**config.mk**
```make
export PLATFORM = sky130hd
export DESIGN_NAME = reg_write_arbiter_flat
export DESIGN_NICKNAME = d
export VERILOG_FILES = /design/src/rtl/reg_write_arbiter_if.sv /design/src/rtl/reg_write_arbiter.sv /design/src/flat_wrapper.sv
export SDC_FILE = /design/constraint.sdc
export NUM_CORES = 1
export LEC_CHECK = 0
export ABC_AREA = 1
export CAP_MARGIN = 0
export CORE_UTILIZATION = 30
export CTS_CLUSTER_DIAMETER = 200
export CTS_CLUSTER_SIZE = 8
export DETAILED_ROUTE_END_ITERATION = 8
export PLACE_DENSITY = 0.66
export SYNTH_ARGS = -nofsm -noshare
export SYNTH_HDL_FRONTEND = slang
export SYNTH_SLANG_ARGS = --single-unit
```
**constraint.sdc**
```tcl
create_clock -name clk -period 2.1 [get_ports clk]
set_clock_uncertainty 0.15 [all_clocks]
set_input_delay 0.315 -clock clk [delete_from_list [all_inputs] [get_ports clk]]
set_output_delay 0.315 -clock clk [all_outputs]
set_load 0.02 [all_outputs]
```
**src/rtl/reg_write_arbiter_if.sv**
```systemverilog
// Write-path bundle between requesters and the register-write arbiter.
// master: requester side (drives req/addr/data); slave: arbiter side.
interface reg_write_arbiter_if #(
  parameter int unsigned NUM_REQ = 4,
  parameter int unsigned NUM_REG = 8,
  parameter int unsigned ADDR_W  = 3,
  parameter int unsigned DATA_W  = 32
);
  logic [NUM_REQ-1:0]        req;
  logic [NUM_REQ*ADDR_W-1:0] req_addr;
  logic [NUM_REQ*DATA_W-1:0] req_data;
  logic [NUM_REQ-1:0]        ack;
  logic [NUM_REG-1:0]        wr_load;
  logic [DATA_W-1:0]         wr_data;
  logic                      busy;
  logic                      addr_err;

  modport master (
    output req, req_addr, req_data,
    input  ack, wr_load, wr_data, busy, addr_err
  );

  modport slave (
    input  req, req_addr, req_data,
    output ack, wr_load, wr_data, busy, addr_err
  );
endinterface

```
**src/rtl/reg_write_arbiter.sv**
```systemverilog
// Round-robin arbiter sharing one write path into a bank of load-enable registers.
// Optional macro ARB_PRIO0_EN: requester 0 gets fixed highest priority and does
// not advance the round-robin pointer.
module reg_write_arbiter #(
  parameter int unsigned NUM_REQ = 4,
  parameter int unsigned NUM_REG = 8,
  parameter int unsigned ADDR_W  = 3,
  parameter int unsigned DATA_W  = 32
) (
  input logic               clk,
  input logic               reset,
  reg_write_arbiter_if.slave bus
);
  localparam int unsigned PTR_W = (NUM_REQ > 1) ? $clog2(NUM_REQ) : 1;

  logic [NUM_REQ-1:0] ack_q, ack_d;
  logic [NUM_REG-1:0] wr_load_q, wr_load_d;
  logic [DATA_W-1:0]  wr_data_q, wr_data_d;
  logic               addr_err_q, addr_err_d;
  logic [PTR_W-1:0]   ptr_q, ptr_d;

  logic [NUM_REQ-1:0] eligible;
  logic               grant_valid;
  logic [PTR_W-1:0]   grant_idx;
  logic [ADDR_W-1:0]  grant_addr;
  int unsigned        idx;

  // The registered ack masks the winner for one cycle so a held req is not
  // granted twice in a row.
  assign eligible = bus.req & ~ack_q;

  // Pick the first eligible requester starting at ptr, wrapping around.
  always_comb begin
    grant_valid = 1'b0;
    grant_idx   = '0;
    idx         = 0;
    for (int unsigned k = 0; k < NUM_REQ; k++) begin
      idx = 32'(ptr_q) + k;
      if (idx >= NUM_REQ) idx = idx - NUM_REQ;
      if (!grant_valid && eligible[idx]) begin
        grant_valid = 1'b1;
        grant_idx   = PTR_W'(idx);
      end
    end
`ifdef ARB_PRIO0_EN
    if (eligible[0]) begin
      grant_valid = 1'b1;
      grant_idx   = '0;
    end
`endif
  end

  // Next-state for the registered write port, ack and pointer.
  always_comb begin
    ack_d      = '0;
    wr_load_d  = '0;
    wr_data_d  = wr_data_q;
    addr_err_d = 1'b0;
    ptr_d      = ptr_q;
    grant_addr = '0;
    if (grant_valid) begin
      grant_addr       = bus.req_addr[grant_idx*ADDR_W +: ADDR_W];
      wr_data_d        = bus.req_data[grant_idx*DATA_W +: DATA_W];
      ack_d[grant_idx] = 1'b1;
      // Out-of-range indices match no bit, leaving wr_load all zero.
      for (int unsigned r = 0; r < NUM_REG; r++) begin
        wr_load_d[r] = (32'(grant_addr) == r);
      end
      addr_err_d = (32'(grant_addr) >= NUM_REG);
`ifdef ARB_PRIO0_EN
      if (grant_idx != '0) begin
        ptr_d = (32'(grant_idx) == NUM_REQ - 1) ? '0 : grant_idx + 1'b1;
      end
`else
      ptr_d = (32'(grant_idx) == NUM_REQ - 1) ? '0 : grant_idx + 1'b1;
`endif
    end
  end

  // State registers; reset drops any in-flight grant immediately.
  always_ff @(posedge clk or posedge reset) begin
    if (reset) begin
      ack_q      <= '0;
      wr_load_q  <= '0;
      wr_data_q  <= '0;
      addr_err_q <= 1'b0;
      ptr_q      <= '0;
    end else begin
      ack_q      <= ack_d;
      wr_load_q  <= wr_load_d;
      wr_data_q  <= wr_data_d;
      addr_err_q <= addr_err_d;
      ptr_q      <= ptr_d;
    end
  end

  assign bus.ack      = ack_q;
  assign bus.wr_load  = wr_load_q;
  assign bus.wr_data  = wr_data_q;
  assign bus.addr_err = addr_err_q;
  assign bus.busy     = |eligible;
endmodule
```
**src/flat_wrapper.sv**
```systemverilog
// flat-port wrapper written by rule: the top's interface ports become plain ports
module reg_write_arbiter_flat 
#(
  parameter int unsigned NUM_REQ = 4,
  parameter int unsigned NUM_REG = 8,
  parameter int unsigned ADDR_W  = 3,
  parameter int unsigned DATA_W  = 32
)
  (clk, reset, bus_req, bus_req_addr, bus_req_data, bus_ack, bus_wr_load, bus_wr_data, bus_busy, bus_addr_err);
  reg_write_arbiter_if #(.NUM_REQ(NUM_REQ), .NUM_REG(NUM_REG), .ADDR_W(ADDR_W), .DATA_W(DATA_W)) bus_i ();
  input logic clk;
  input logic reset;
  input wire logic [$bits(bus_i.req)-1:0] bus_req;
  input wire logic [$bits(bus_i.req_addr)-1:0] bus_req_addr;
  input wire logic [$bits(bus_i.req_data)-1:0] bus_req_data;
  output wire logic [$bits(bus_i.ack)-1:0] bus_ack;
  output wire logic [$bits(bus_i.wr_load)-1:0] bus_wr_load;
  output wire logic [$bits(bus_i.wr_data)-1:0] bus_wr_data;
  output wire logic [$bits(bus_i.busy)-1:0] bus_busy;
  output wire logic [$bits(bus_i.addr_err)-1:0] bus_addr_err;
  assign bus_i.req = bus_req;
  assign bus_i.req_addr = bus_req_addr;
  assign bus_i.req_data = bus_req_data;
  assign bus_ack = bus_i.ack;
  assign bus_wr_load = bus_i.wr_load;
  assign bus_wr_data = bus_i.wr_data;
  assign bus_busy = bus_i.busy;
  assign bus_addr_err = bus_i.addr_err;
  reg_write_arbiter #(.NUM_REQ(NUM_REQ), .NUM_REG(NUM_REG), .ADDR_W(ADDR_W), .DATA_W(DATA_W)) u_core (.clk(clk), .reset(reset), .bus(bus_i));
endmodule
```
=== After elaboration in Yosys (flattened, before gate mapping) ===
Index checks and enable logic that the tools add are counted.

* Bitwise operators: 2
* Shift operators: 2
* Multiplexer cells: 25
* Reduce and logical (&&, ||, !) cells: 9
* Add/sub/neg operators: 8
* Order comparisons: 10
* Multiply operators: 1
* Eq/ne operators: 8

{| class="wikitable"
|+ Operators with widths
! operator !! count
|-
| 32-bit by 3-bit less-than comparator with 1-bit output, second input constant || 4
|-
| 32-bit 2-to-1 mux || 4
|-
| 128-bit by 8-bit indexed part select with 32-bit output || 1
|-
| 32-bit by 3-bit greater-or-equal comparator with 1-bit output, second input constant || 3
|-
| 32-bit by 3-bit subtractor with 32-bit output, second input constant || 3
|-
| 3-bit equality test, second input constant || 4
|-
| 12-bit by 5-bit indexed part select with 3-bit output || 1
|-
| 2-bit 2-to-1 mux || 5
|-
| 1-bit 2-to-1 mux || 9
|-
| 1-bit binary-select mux with 2-bit select || 4
|-
| 8-bit 2-to-1 mux || 1
|-
| 2-bit by 2-bit adder with 3-bit output, second input constant || 2
|-
| 3-bit by 2-bit equality test with 1-bit output, second input constant || 2
|-
| 4-bit bitwise AND || 1
|-
| 1-bit logical AND || 4
|-
| 2-bit by 2-bit multiplier with 4-bit output, second input constant || 1
|-
| 4-bit 2-to-1 mux || 1
|-
| 4-bit inverter || 1
|-
| 4-bit OR reduction || 1
|-
| 2-bit by 3-bit subtractor with 4-bit output, second input constant || 1
|-
| 2-bit by 1-bit adder with 3-bit output, second input constant || 1
|-
| 3-bit by 1-bit equality test with 1-bit output, second input constant || 1
|-
| 2-bit by 3-bit greater-or-equal comparator with 1-bit output, second input constant || 1
|-
| 1-bit logical NOT || 3
|-
| 6 further kinds || 6
|}

* Logic and storage cells: 69
* Register bits: 46
* Output and inout bits: 46

=== Logic depth before layout (Yosys ltp) ===
* Depth after elaboration: 19
* Gate-level depth with buffers: 18

=== Least setup slack after synthesis ===
No wires, ideal clock.

* Kind: register to register
* From: register u_core.ack_q[3], in the netlist u_core.bus.ack[3]
* To: register u_core.ptr_q[1]
* Path slack: 63 ps
* Clock period less this slack: 2037 ps
* Buffers on the path: 2
* Stages on the path, launching flop included: 15
* Data arrival time: 1753 ps
* Data required time: 1815 ps
* Cells stage by stage: dfrtp_1 > inv_1 > nand3_1 > nand2_1 > nand2_1 > nand2_1 > nand2_4 > nand2_2 > nand2_2 > nand2_2 > buf_6 > buf_6 > ha_1 > nand2_1 > o21ai_0

* Word-level cells in the longest chain between the ends: 16

{| class="wikitable"
|+ RTL lines
! what !! line !! RTL
|-
| start, declared || reg_write_arbiter.sv:16 || <nowiki>logic [NUM_REQ-1:0] ack_q, ack_d;</nowiki>
|-
| start signal, assigned || reg_write_arbiter.sv:89 || <nowiki>ack_q <= ack_d;</nowiki>
|-
| 4-bit inverter * || reg_write_arbiter.sv:30 || <nowiki>assign eligible = bus.req & ~ack_q;</nowiki>
|-
| 4-bit bitwise AND * || reg_write_arbiter.sv:30 ||
|-
| 1-bit binary-select mux with 2-bit select || reg_write_arbiter.sv:40 || <nowiki>if (!grant_valid && eligible[idx]) begin</nowiki>
|-
| 1-bit 2-to-1 mux (not written as such) || reg_write_arbiter.sv:40 ||
|-
| 1-bit 2-to-1 mux || reg_write_arbiter.sv:40 ||
|-
| 1-bit logical NOT || reg_write_arbiter.sv:40 ||
|-
| 1-bit logical AND || reg_write_arbiter.sv:40 ||
|-
| 1-bit 2-to-1 mux || reg_write_arbiter.sv:40 ||
|-
| 1-bit logical NOT || reg_write_arbiter.sv:40 ||
|-
| 1-bit logical AND || reg_write_arbiter.sv:40 ||
|-
| 1-bit 2-to-1 mux || reg_write_arbiter.sv:40 ||
|-
| 1-bit logical NOT || reg_write_arbiter.sv:40 ||
|-
| 1-bit logical AND || reg_write_arbiter.sv:40 ||
|-
| 2-bit 2-to-1 mux || reg_write_arbiter.sv:40 ||
|-
| 2-bit by 1-bit adder with 2-bit output or 2-bit equality test (tied branches) || reg_write_arbiter.sv:75 || <nowiki>ptr_d = (32'(grant_idx) == NUM_REQ - 1) ? '0 : grant_idx + 1'b1;</nowiki>
|-
| 2-bit 2-to-1 mux || reg_write_arbiter.sv:75 ||
|-
| end signal, assigned || reg_write_arbiter.sv:93 || <nowiki>ptr_q <= ptr_d;</nowiki>
|-
| end, declared || reg_write_arbiter.sv:20 || <nowiki>logic [PTR_W-1:0] ptr_q, ptr_d;</nowiki>
|}

Every way passes the cells marked *; elsewhere a longest branch is shown, timed or not. The select of a mux whose other input is x is not followed.
A chain may end at the register's enable or synchronous reset.

=== Worst setup path after layout ===
* From: register u_core.ptr_q[0]
* To: register u_core.wr_load_q[1], in the netlist u_core.bus.wr_load[1]

* Word-level cells in the longest chain between the ends: 18

{| class="wikitable"
|+ RTL lines
! what !! line !! RTL
|-
| parallel branches: the longest is 17 deep, another holds 32-bit by 3-bit subtractor with 32-bit output || -- ||
|-
| 8-bit 2-to-1 mux * || reg_write_arbiter.sv:61 || <nowiki>if (grant_valid) begin</nowiki>
|-
| via u_core.wr_load_d[1] || reg_write_arbiter.sv:17 || <nowiki>logic [NUM_REG-1:0] wr_load_q, wr_load_d;</nowiki>
|-
| end signal, assigned || reg_write_arbiter.sv:90 || <nowiki>wr_load_q <= wr_load_d;</nowiki>
|-
| end, declared || reg_write_arbiter.sv:17 ||
|}

Mark *: on every way through the listed nets, which the timed path passes. The select of a mux whose other input is x is not followed.

==> qor.log <==
INFO  logic_synthesis synth_seq_area_share=30.6%
INFO  power          report.power.total=14.9mW
INFO  sta            top_achievable_clock_speed=0.444GHz
INFO  drt            final_antenna_net_count=0
INFO  cts            cts_htree_levels=2
INFO  worst_hold_path hp-class=input port to asynchronous set/reset pin
INFO  sta            grt_setup_unrepaired=true
INFO  sta            fin_setup_tns=-4.18ns
INFO  logic_synthesis synth.lib_cells_used.distinct=22
INFO  floorplanning  core_area=0.0121mm²
INFO  logic_synthesis synth_nets=760
INFO  floorplanning  fp.dieW=114µm
INFO  critical_path  crit_required=2.17ns
INFO  cells_and_area layout.core_utilization=57.2%
INFO  sta            timing_max_transition_violations_final=0
INFO  critical_path  cp_slowest_stage_delay=0.48ns
INFO  cells_and_area areaGrowthSynthToFinish=83.9%
INFO  cts            clk_transition_reported_paths=0.06ns
INFO  floorplanning  start_util=31.1%
INFO  critical_path  crit_path_start_kind=flop
INFO  cts            root_buffer=sky130_fd_sc_hd__clkbuf_16
INFO  logic_synthesis netlist_instances=610
INFO  critical_path  critical-path-slowest-cell=sky130_fd_sc_hd__dfrtp_2
INFO  drt            drt_pass1_iterations=4
INFO  placement      place.gp.congestion=0.914
INFO  critical_path  critPathMostFrequentCell=sky130_fd_sc_hd__nand2_1
INFO  floorplanning  rows=40
INFO  logic_synthesis synth_seq_cells=46
INFO  drt            drc=0
INFO  critical_path  cp.buffers_inverters=2
INFO  global_routing number_of_antenna_violations_at_the_first_check_in_global_routing=0
INFO  outcome        failed_checks=negative setup slack
INFO  drt            totalWireLength=14200µm
INFO  global_routing grt_overflow_total=0
INFO  cells_and_area insertedDiodeCount=0
INFO  logic_synthesis netlist_area=0.00377mm²
INFO  sta            worst_hold_slack=0.244ns
INFO  outcome        outcome=finished with violations
INFO  floorplanning  boundaryPins=192
INFO  placement      portBuffers=190
INFO  power          power_per_cell_area=2150mW/mm²
INFO  critical_path  worst-path-max-fanout=11
INFO  cells_and_area post_route_cells_drive_above_1_share=19.7%
INFO  critical_path  timing.critical_path.max_delay_family=simple AND/OR/NAND/NOR gates
INFO  sta            setup_ws=-0.154ns
INFO  global_routing groute.usage.overall=19.5%
INFO  logic_synthesis synth_area_leaders=sky130_fd_sc_hd__nand2_1, sky130_fd_sc_hd__dfrtp_1, sky130_fd_sc_hd__nand3_1, sky130_fd_sc_hd__nand3b_1, sky130_fd_sc_hd__inv_1
INFO  cells_and_area final_nets=963
INFO  cts            hold_buffers=0
INFO  cts            numCtsBuffers=5
INFO  sta            post-route-min-period=2.25ns
INFO  cts            cts_num_sinks=46
INFO  critical_path  timing.critical_path.cells=buf_4 > nand3_2 > nand2_1 > nand2_1 > nand2_2 > nand2_4 > nand2_2 > nand2_4 > nand2_8 > buf_12 > nand2_1 > nand2_1 > nand2_2 > nand3_4 > nor2_2
INFO  floorplanning  design.die.area=0.0130mm²
INFO  critical_path  timing_worst_setup_path_type=flop to flop
INFO  power          total_leakage_power=3.48nW
INFO  floorplanning  die_height=114µm
INFO  critical_path  timing.critical_path.to_type=flop
INFO  cells_and_area mostFrequentLayoutCell=sky130_fd_sc_hd__nand2_1
INFO  sta            hold_viol=0
INFO  drt            num_vias=4566
INFO  global_routing grt_pass1_wl=20200µm
INFO  placement      hpwlAfterDp=9080µm
INFO  cells_and_area final_cell_mix=sky130_fd_sc_hd__nand2_1, sky130_fd_sc_hd__clkdlybuf4s50_1, sky130_fd_sc_hd__nand3_1
INFO  drt            route.met2.wl=7240µm
INFO  sta            finalSetupViolCount=43
INFO  critical_path  timing.critical_path.arrival=2.32ns
INFO  logic_synthesis synth_warnings=0
INFO  cells_and_area filler_cell_count=1161
INFO  power          irDropWorstVdd=1.16mV
INFO  sta            final_min_period_over_clock_period=107%
INFO  cts            cts-root-to-sink-buffers=2
INFO  logic_synthesis postSynthAreaPerCell=6.18µm²
INFO  global_routing grt_pass1_vias=4264
INFO  flow_run       max_cap_violations=0
INFO  logic_synthesis synth_top_cell_area_share=31.2%
INFO  cts            worst_skew_pair.late_latency=0.28ns
INFO  drt            route.top_layer_used=met4
INFO  drt            detailed_route_iter0_violations=238
INFO  logic_synthesis synth_largest_area_cell=sky130_fd_sc_hd__nand2_1
INFO  drt            drt-vias-per-instance=4.65
INFO  drt            avgRoutedWirePerCell=14.5µm
INFO  cts            tritoncts=yes
INFO  drt            dr_wl_met3=1000µm
INFO  drt            wl_met1=5770µm
INFO  global_routing grt_max_degree=47
synthesized netlist by cell type:
library cell               instances
sky130_fd_sc_hd__nand3_1          85
sky130_fd_sc_hd__dfrtp_1          46
sky130_fd_sc_hd__buf_2            15
sky130_fd_sc_hd__buf_6            10
sky130_fd_sc_hd__ha_1              4
sky130_fd_sc_hd__a21oi_1           1
sky130_fd_sc_hd__nand2_1         313
sky130_fd_sc_hd__inv_2             3
sky130_fd_sc_hd__clkbuf_1          8
sky130_fd_sc_hd__inv_6             1
sky130_fd_sc_hd__nand3_2           6
sky130_fd_sc_hd__conb_1            1
sky130_fd_sc_hd__buf_1             1
sky130_fd_sc_hd__nand2_2           6
sky130_fd_sc_hd__nor2_1           12
sky130_fd_sc_hd__nand4_1           4
sky130_fd_sc_hd__o21ai_0           1
sky130_fd_sc_hd__nand2_4           2
sky130_fd_sc_hd__nand3b_1         36
sky130_fd_sc_hd__buf_4             7
sky130_fd_sc_hd__inv_1            47
sky130_fd_sc_hd__nand4_4           1
sequential cells by signal (all words and copies together), names as in the netlist:
name                count
u_core.bus.ack          4
u_core.bus.wr_data     32
u_core.bus.wr_load      8
u_core.ptr_q            2
layout make-up:
| class | count | area, µm² | share of cell area, % |
|---|---|---|---|
| tap | 168 | 210 | 3.03 |
| inverter | 51 | 209 | 3.02 |
| multi-input combinational | 472 | 2580 | 37.3 |
| sequential | 46 | 1150 | 16.7 |
| timing repair buffer | 237 | 2620 | 37.9 |
| clock buffer | 7 | 143 | 2.06 |
| clock inverter | 1 | 5.00 | 0.0722 |
kinds of logic after synthesis:
family	count (synthesis)	synth area share (%)
flops	46	30.6
simple gates	465	55.3
other cells	1	0.0995
buf+inv	92	12.5
fa+ha+maj	4	1.33
compound gates	2	0.265
worst paths after layout:
kind                            depth (start not counted)  slack, ns                endpoint              startpoint
worst max register to register                         15      -0.15   u_core.bus.wr_load[1]         u_core.ptr_q[0]
worst min-delay path                                    3       0.24   u_core.bus.wr_data[4]                   reset
worst min register to register                          2       0.32  u_core.bus.wr_data[29]  u_core.bus.wr_data[29]
min in group clk                                        2       0.32  u_core.bus.wr_data[29]  u_core.bus.wr_data[29]
worst max-delay path                                   15      -0.15   u_core.bus.wr_load[1]         u_core.ptr_q[0]
max in group asynchronous                               3       1.32         u_core.ptr_q[1]                   reset
through the flow:
stage               setup WS (ns)  instances  cell area (µm²)
floorplan                  0.0629        610             3770
global placement           -0.349        958             5960
detailed placement         -0.439        958             5960
CTS                       -0.0488        970             6210
global route               -0.300        982             6930
finish                     -0.154        982             6930
repair_timing:
action	CTS	global route
resized for setup	10	134
gates cloned	2	9
pin swaps	1	63
endpoints found under the setup margin	45	45
buffers inserted	2	5
layer usage:
layer,global-route usage [%],vias up
met5,0,-
met4,4.76,0
met3,5.19,18
met2,34.7,162
met1,23.4,2088
li1,-,2298
power breakdown:
| group | switching [mW] | internal (mW) | total [mW] |
|---|---|---|---|
| logic | 6.91 | 5.59 | 12.5 |
| registers | 0.248 | 1.37 | 1.62 |
| clock network | 0.330 | 0.473 | 0.802 |
worst reg2reg max path: stages, from the launching register on:
cell                      delay [ns]
sky130_fd_sc_hd__dfrtp_2        0.48
sky130_fd_sc_hd__buf_4          0.16
sky130_fd_sc_hd__nand3_2        0.08
sky130_fd_sc_hd__nand2_1        0.10
sky130_fd_sc_hd__nand2_1        0.09
sky130_fd_sc_hd__nand2_2        0.07
sky130_fd_sc_hd__nand2_4        0.07
sky130_fd_sc_hd__nand2_2        0.06
sky130_fd_sc_hd__nand2_4        0.12
sky130_fd_sc_hd__nand2_8        0.12
sky130_fd_sc_hd__buf_12         0.17
sky130_fd_sc_hd__nand2_1        0.13
sky130_fd_sc_hd__nand2_1        0.08
sky130_fd_sc_hd__nand2_2        0.08
sky130_fd_sc_hd__nand3_4        0.10
sky130_fd_sc_hd__nor2_2         0.11
No activity file was read; power rests on OpenSTA's default activity.
